===== src/rtl/if_prefetch_queue_if.sv =====
// Fetch-stage bundle: redirect request, IM read port and the ID-facing queue head.
// master = prefetch queue, slave = surrounding pipeline (ID, IM, redirect source).
interface if_prefetch_queue_if;
  logic        redirect;
  logic [31:0] redirect_pc;
  logic        Stall;
  logic [31:0] im_addr;
  logic [31:0] im_instr;
  logic        valid;
  logic [31:0] PC;
  logic [31:0] PC_4;
  logic [31:0] Instr;
  logic        Err_IF_to_ID;
  logic [4:0]  ErrStat_IF_to_ID;

  modport master (
    input  redirect, redirect_pc, Stall, im_instr,
    output im_addr, valid, PC, PC_4, Instr, Err_IF_to_ID, ErrStat_IF_to_ID
  );

  modport slave (
    output redirect, redirect_pc, Stall, im_instr,
    input  im_addr, valid, PC, PC_4, Instr, Err_IF_to_ID, ErrStat_IF_to_ID
  );
endinterface


===== src/rtl/if_prefetch_queue.sv =====
// Prefetch queue between IM and ID: one fetch per cycle, 1-cycle fetch-to-head latency, no bypass.
// ID Stall only throttles fetching through the full condition; a faulting fetch halts until redirect.
module if_prefetch_queue #(
  parameter logic [31:0] RESET_PC = 32'h0000_3000,
  parameter logic [31:0] IM_BASE  = 32'h0000_3000,
  parameter logic [31:0] IM_LIMIT = 32'h0000_4fff,
  parameter int unsigned QDEPTH   = 4,
  parameter logic [4:0]  EXC_ADEL = 5'd4,
  parameter logic [4:0]  NO_ERR   = 5'd31
) (
  input logic                 clk,
  input logic                 reset,
  if_prefetch_queue_if.master bus
);

  localparam int unsigned PW = $clog2(QDEPTH);
  localparam int unsigned CW = PW + 1;
  localparam logic [CW-1:0] FULL_CNT = CW'(QDEPTH);

  typedef struct packed {
    logic [31:0] pc;
    logic [31:0] instr;
    logic        err;
  } entry_t;

  logic [31:0]   fpc_q, fpc_d;
  logic          halt_q, halt_d;
  logic [PW-1:0] rd_ptr_q, rd_ptr_d;
  logic [PW-1:0] wr_ptr_q, wr_ptr_d;
  logic [CW-1:0] count_q, count_d;
  entry_t        queue_q [QDEPTH];
  entry_t        queue_d [QDEPTH];

  logic          fault;
  logic          valid_int;
  logic          pop;
  logic          push;
  entry_t        head;
  entry_t        wr_entry;

  logic [31:0]   pc_out;
  logic [31:0]   pc4_out;
  logic [31:0]   instr_out;
  logic          err_out;

  // Unsigned 32-bit range check; IM data is ignored for faulting addresses.
  assign fault = (fpc_q[1:0] != 2'b00) || (fpc_q < IM_BASE) || (fpc_q > IM_LIMIT);

  assign valid_int = (count_q != '0);
  assign pop       = valid_int && !bus.Stall;
  assign push      = !halt_q && ((count_q < FULL_CNT) || pop);
  assign head      = queue_q[rd_ptr_q];

  always_comb begin
    wr_entry.pc    = fpc_q;
    wr_entry.instr = fault ? 32'h0000_0000 : bus.im_instr;
    wr_entry.err   = fault;
  end

  always_comb begin
    fpc_d    = fpc_q;
    halt_d   = halt_q;
    rd_ptr_d = rd_ptr_q;
    wr_ptr_d = wr_ptr_q;
    count_d  = count_q;
    queue_d  = queue_q;

    // Redirect flushes everything and suppresses this cycle's push and pop.
    if (bus.redirect) begin
      fpc_d    = bus.redirect_pc;
      halt_d   = 1'b0;
      rd_ptr_d = '0;
      wr_ptr_d = '0;
      count_d  = '0;
    end else begin
      if (push) begin
        queue_d[wr_ptr_q] = wr_entry;
        wr_ptr_d          = wr_ptr_q + 1'b1;
        fpc_d             = fpc_q + 32'd4;
        if (fault) begin
          halt_d = 1'b1;
        end
      end
      if (pop) begin
        rd_ptr_d = rd_ptr_q + 1'b1;
      end
      case ({push, pop})
        2'b10:   count_d = count_q + 1'b1;
        2'b01:   count_d = count_q - 1'b1;
        default: count_d = count_q;
      endcase
    end
  end

  always_ff @(posedge clk) begin
    if (reset) begin
      fpc_q    <= RESET_PC;
      halt_q   <= 1'b0;
      rd_ptr_q <= '0;
      wr_ptr_q <= '0;
      count_q  <= '0;
    end else begin
      fpc_q    <= fpc_d;
      halt_q   <= halt_d;
      rd_ptr_q <= rd_ptr_d;
      wr_ptr_q <= wr_ptr_d;
      count_q  <= count_d;
    end
  end

  // Entry storage needs no reset: count gates visibility of every slot.
  always_ff @(posedge clk) begin
    queue_q <= queue_d;
  end

  // Empty queue still presents the fetch PC so EPC capture sees a sane address.
  always_comb begin
    pc_out    = {fpc_q[31:2], 2'b00};
    pc4_out   = fpc_q + 32'd4;
    instr_out = 32'h0000_0000;
    err_out   = 1'b0;
    if (valid_int) begin
      pc_out    = {head.pc[31:2], 2'b00};
      pc4_out   = head.pc + 32'd4;
      instr_out = head.instr;
      err_out   = head.err;
    end
  end

  assign bus.im_addr          = (fpc_q - IM_BASE) >> 2;
  assign bus.valid            = valid_int;
  assign bus.PC               = pc_out;
  assign bus.PC_4             = pc4_out;
  assign bus.Instr            = instr_out;
  assign bus.Err_IF_to_ID     = err_out;
  assign bus.ErrStat_IF_to_ID = err_out ? EXC_ADEL : NO_ERR;

endmodule


===== src/flat_wrapper.sv =====
// flat-port wrapper written by rule: the top's interface ports become plain ports
module if_prefetch_queue_flat 
#(
  parameter logic [31:0] RESET_PC = 32'h0000_3000,
  parameter logic [31:0] IM_BASE  = 32'h0000_3000,
  parameter logic [31:0] IM_LIMIT = 32'h0000_4fff,
  parameter int unsigned QDEPTH   = 4,
  parameter logic [4:0]  EXC_ADEL = 5'd4,
  parameter logic [4:0]  NO_ERR   = 5'd31
)
  (clk, reset, bus_redirect, bus_redirect_pc, bus_Stall, bus_im_instr, bus_im_addr, bus_valid, bus_PC, bus_PC_4, bus_Instr, bus_Err_IF_to_ID, bus_ErrStat_IF_to_ID);
  if_prefetch_queue_if bus_i ();
  input logic clk;
  input logic reset;
  input wire logic [$bits(bus_i.redirect)-1:0] bus_redirect;
  input wire logic [$bits(bus_i.redirect_pc)-1:0] bus_redirect_pc;
  input wire logic [$bits(bus_i.Stall)-1:0] bus_Stall;
  input wire logic [$bits(bus_i.im_instr)-1:0] bus_im_instr;
  output wire logic [$bits(bus_i.im_addr)-1:0] bus_im_addr;
  output wire logic [$bits(bus_i.valid)-1:0] bus_valid;
  output wire logic [$bits(bus_i.PC)-1:0] bus_PC;
  output wire logic [$bits(bus_i.PC_4)-1:0] bus_PC_4;
  output wire logic [$bits(bus_i.Instr)-1:0] bus_Instr;
  output wire logic [$bits(bus_i.Err_IF_to_ID)-1:0] bus_Err_IF_to_ID;
  output wire logic [$bits(bus_i.ErrStat_IF_to_ID)-1:0] bus_ErrStat_IF_to_ID;
  assign bus_i.redirect = bus_redirect;
  assign bus_i.redirect_pc = bus_redirect_pc;
  assign bus_i.Stall = bus_Stall;
  assign bus_i.im_instr = bus_im_instr;
  assign bus_im_addr = bus_i.im_addr;
  assign bus_valid = bus_i.valid;
  assign bus_PC = bus_i.PC;
  assign bus_PC_4 = bus_i.PC_4;
  assign bus_Instr = bus_i.Instr;
  assign bus_Err_IF_to_ID = bus_i.Err_IF_to_ID;
  assign bus_ErrStat_IF_to_ID = bus_i.ErrStat_IF_to_ID;
  if_prefetch_queue #(.RESET_PC(RESET_PC), .IM_BASE(IM_BASE), .IM_LIMIT(IM_LIMIT), .QDEPTH(QDEPTH), .EXC_ADEL(EXC_ADEL), .NO_ERR(NO_ERR)) u_core (.clk(clk), .reset(reset), .bus(bus_i));
endmodule

===== config.mk =====
export PLATFORM = sky130hd
export DESIGN_NAME = if_prefetch_queue_flat
export DESIGN_NICKNAME = d
export VERILOG_FILES = /design/src/rtl/if_prefetch_queue_if.sv /design/src/rtl/if_prefetch_queue.sv /design/src/flat_wrapper.sv
export SDC_FILE = /design/constraint.sdc
export NUM_CORES = 1
export LEC_CHECK = 0
export CAP_MARGIN = 5
export CORE_MARGIN = 2
export CORE_UTILIZATION = 45
export CTS_CLUSTER_SIZE = 8
export DETAILED_ROUTE_END_ITERATION = 8
export GPL_TIMING_DRIVEN = 1
export HOLD_SLACK_MARGIN = 0.1
export PLACE_DENSITY = 0.65
export SYNTH_ARGS = -nofsm -noshare
export SYNTH_HDL_FRONTEND = slang
export SYNTH_SLANG_ARGS = --single-unit

===== constraint.sdc =====
create_clock -name clk -period 4.2 [get_ports clk]
set_input_delay 1.05 -clock clk [delete_from_list [all_inputs] [get_ports clk]]
set_output_delay 1.05 -clock clk [all_outputs]
set_load 0.005 [all_outputs]

==> out/qor.txt <==
status: finished, final reports clean
overall power: 7.67 mW
clk_skew: 0.0156 ns
Synth cell types: 47
WP buf/inv: 3
asr flop ratio synth: 0%
total global-route track usage: 22.3%
worst-skew pair later-pin latency: 0.53 ns
sequential area share after synthesis: 60.2%
RSZ-0062 raised after global routing: yes
hold crit path type: flip-flop to flip-flop
Critical Path RT: 3.15 ns
CP Data Arrival Time: 3.12 ns
io pins: 203
Via density: 5.44
layout overhead on the synthesized area: 29.3%
top cells by area, synth: edfxtp_1 (55%), mux4_2 (8.7%), dfxtp_1 (5.6%)
average size of a mapped cell: 13.2 um2
overall die height: 182 um
Tmin final: 4.17 ns
setup TNS: 0 ns
Post-Layout Cell Count: 1,758
area leader, netlist: edfxtp_1
most common cell in the netlist: edfxtp_1
Critical Path Source Type: flip-flop
final slew viol count: 0
cell chain of the critical path: buf_4, mux4_2, nand2_4, nor4_4, buf_4, nand2_1, xor2_1, o21ai_1, clkdlybuf4s50_1
WL final: 37,400 um
Post-synth EDFFs: 260
root buffer cell: clkbuf_16
CP endpoint kind: output pin
GRT met1 Usage: 31.0%
adder-cell area share of the yosys netlist: 1.02%
Max VDD drop: 0.000271 V
Worst path slowest cell: clkdlybuf4s50_1
Final GP Congestion: 0.849
most frequent CP cell: buf_4
Post-Synth Simple-Gate Area: 14.2%
mux cell area share after synthesis: 11.5%
DR iter-0 viols: 952
met2 usage: 37.0%
Initial Util: 45.5%
gr ovfl total: 0
Die ar.: 0.0332 mm2
Max stage delay on crit path: 0.54 ns
CTS Sinks: 300
actual slew at the worst max-slew pin: 0.849 ns
share of the synthesized area in the top cell type: 54.6%
Ant. Diodes: 0
post-route ant nets: 0
WL per Instance: 21.3 um
max cap viols: 0
CORE AREA: 0.0314 mm2
fillcell total: 2,556
Post-Synth XOR/XNOR Area: 6.19%
via count: 9,567
Slew HR: 42.9%
hold buffers post-CTS: 0
warnings from Yosys: 0
Post-synth top flop: edfxtp_1
setup violators final: 0
Cell Rows: 65
Synth top cells by count: edfxtp_1 (260), nand2_1 (150), and2_1 (67), xor2_1 (62), nor2_1 (58)
Fmax: 240 MHz
largest net degree at the start of global routing: 64
Fin. Hold Viols: 0
first-pass GRT wire length: 56,000 um
Cells after Synth: 1,080
DP Area: 0.0168 mm2
clk buf depth: 3
grt met3 use: 3.79%
CTS tree: done
Clock Pin Slew Worst Setup and Hold Paths: 0.05 ns
Worst path top cell family by delay: buffers and inverters
Detailed Place HPWL: 24,100 um
main combinational cell family by area after synthesis: simple AND/OR/NAND/NOR gates
antenna violations before repair: 0
drt pass-1 iters: 8
final period utilization: 99.4%
power per cell area: 415 mW/mm2
leakage power: 6.67 nW
width of the die: 182 um
final instance area: 0.0185 mm2
count of input and output buffers: 197
dpl cells: 1,649
Post-Syn Area: 0.0143 mm2
most used routing layer: met2
layout cells sized above 1: 18.1%
CP max FO: 7
H-Tree Depth: 2
CP Class: flip-flop to output pin
post-synthesis register bit count: 300
Synth Area in Compound Gates: 2.89%
DRC: 0
fin nets: 1,400
CTS Buf Count: 43
vias in the first global route: 9,545
## per-layer routing
layer | up-vias | routed length, um
met4 | 0 | 541
met5 | - | 0
met1 | 4762 | 16200
met3 | 39 | 2610
li1 | 4410 | -
met2 | 356 | 18100
## layout make-up
class / instances / area [um2] / share of cell area [%]
flip-flops and latches: 300 / 8620 / 46.7
well taps: 402 / 503 / 2.72
multi-input cells: 674 / 5290 / 28.6
clock buffers: 77 / 1220 / 6.63
clock inverters: 3 / 55.1 / 0.298
repair buffers: 281 / 2700 / 14.6
inverters: 21 / 78.8 / 0.427
## state kept, by name (all words and copies together), names as in the netlist
signal,cells
u_core.count_q,3
u_core.queue_q,260
u_core.fpc_q,32
u_core.wr_ptr_q,2
u_core.halt_q,1
u_core.rd_ptr_q,2
## layout by cell type (no fill, tap or decap), types with 22 or more instances in the layout
cell type | Yosys | final
nand3_1 | 32 | 28
nor2_1 | 58 | 56
mux4_2 | 55 | 63
edfxtp_1 | 260 | 260
dfxtp_1 | 40 | 34
clkbuf_16 | 0 | 44
xor2_1 | 62 | 62
nand2_1 | 150 | 149
xnor2_1 | 39 | 38
o21ai_0 | 27 | 22
clkdlybuf4s50_1 | 0 | 183
and2_1 | 67 | 66
a21oi_1 | 38 | 37
clkbuf_1 | 47 | 33
buf_4 | 18 | 73
## repair_timing
| item | in CTS | in global routing |
|---|---|---|
| resized for setup | 32 | 40 |
| endpoints found under the setup margin | 21 | 25 |
| pin swaps | 3 | 3 |
| cloned | 0 | 0 |
| buffers inserted | 24 | 5 |
## per-stage QoR
| step | hold slack, ns | utilization (%) | setup WS, ns |
|---|---|---|---|
| floorplan | 0.455 | - | 0.458 |
| global placement | 0.465 | 53.6 | 0.206 |
| detailed placement | 0.476 | 53.6 | 0.164 |
| CTS | 0.487 | 58.4 | -0.109 |
| global route | 0.502 | 58.8 | -0.0580 |
| finish | 0.493 | 58.8 | 0.0262 |
## path summary, 6_finish.rpt
check | from | end | slack [ns] | cells past startpoint
max | u_core.rd_ptr_q[0]$_SDFFE_PP0P_ | bus_PC_4[23] | 0.03 | 9
min | u_core.halt_q$_SDFFE_PP0P_ | u_core.halt_q$_SDFFE_PP0P_ | 0.49 | 1
max reg2reg | u_core.fpc_q[3]$_SDFFE_PP0N_ | u_core.fpc_q[28]$_SDFFE_PP0N_ | 1.33 | 8
min reg2reg | u_core.halt_q$_SDFFE_PP0P_ | u_core.halt_q$_SDFFE_PP0P_ | 0.49 | 1
## cells by family after synthesis
kind of cell / count (synthesis)
xor+xnor: 101
compound gates: 77
other cells: 2
simple gates: 399
buf+inv: 109
mux: 81
flops: 300
fa+ha+maj: 11
## power by group
| group | internal, mW | switching [mW] |
|---|---|---|
| logic | 0.538 | 0.512 |
| registers | 3.33 | 0.0602 |
| clock network | 2.02 | 1.21 |
Note: power is estimated with default switching activity, not from simulation.
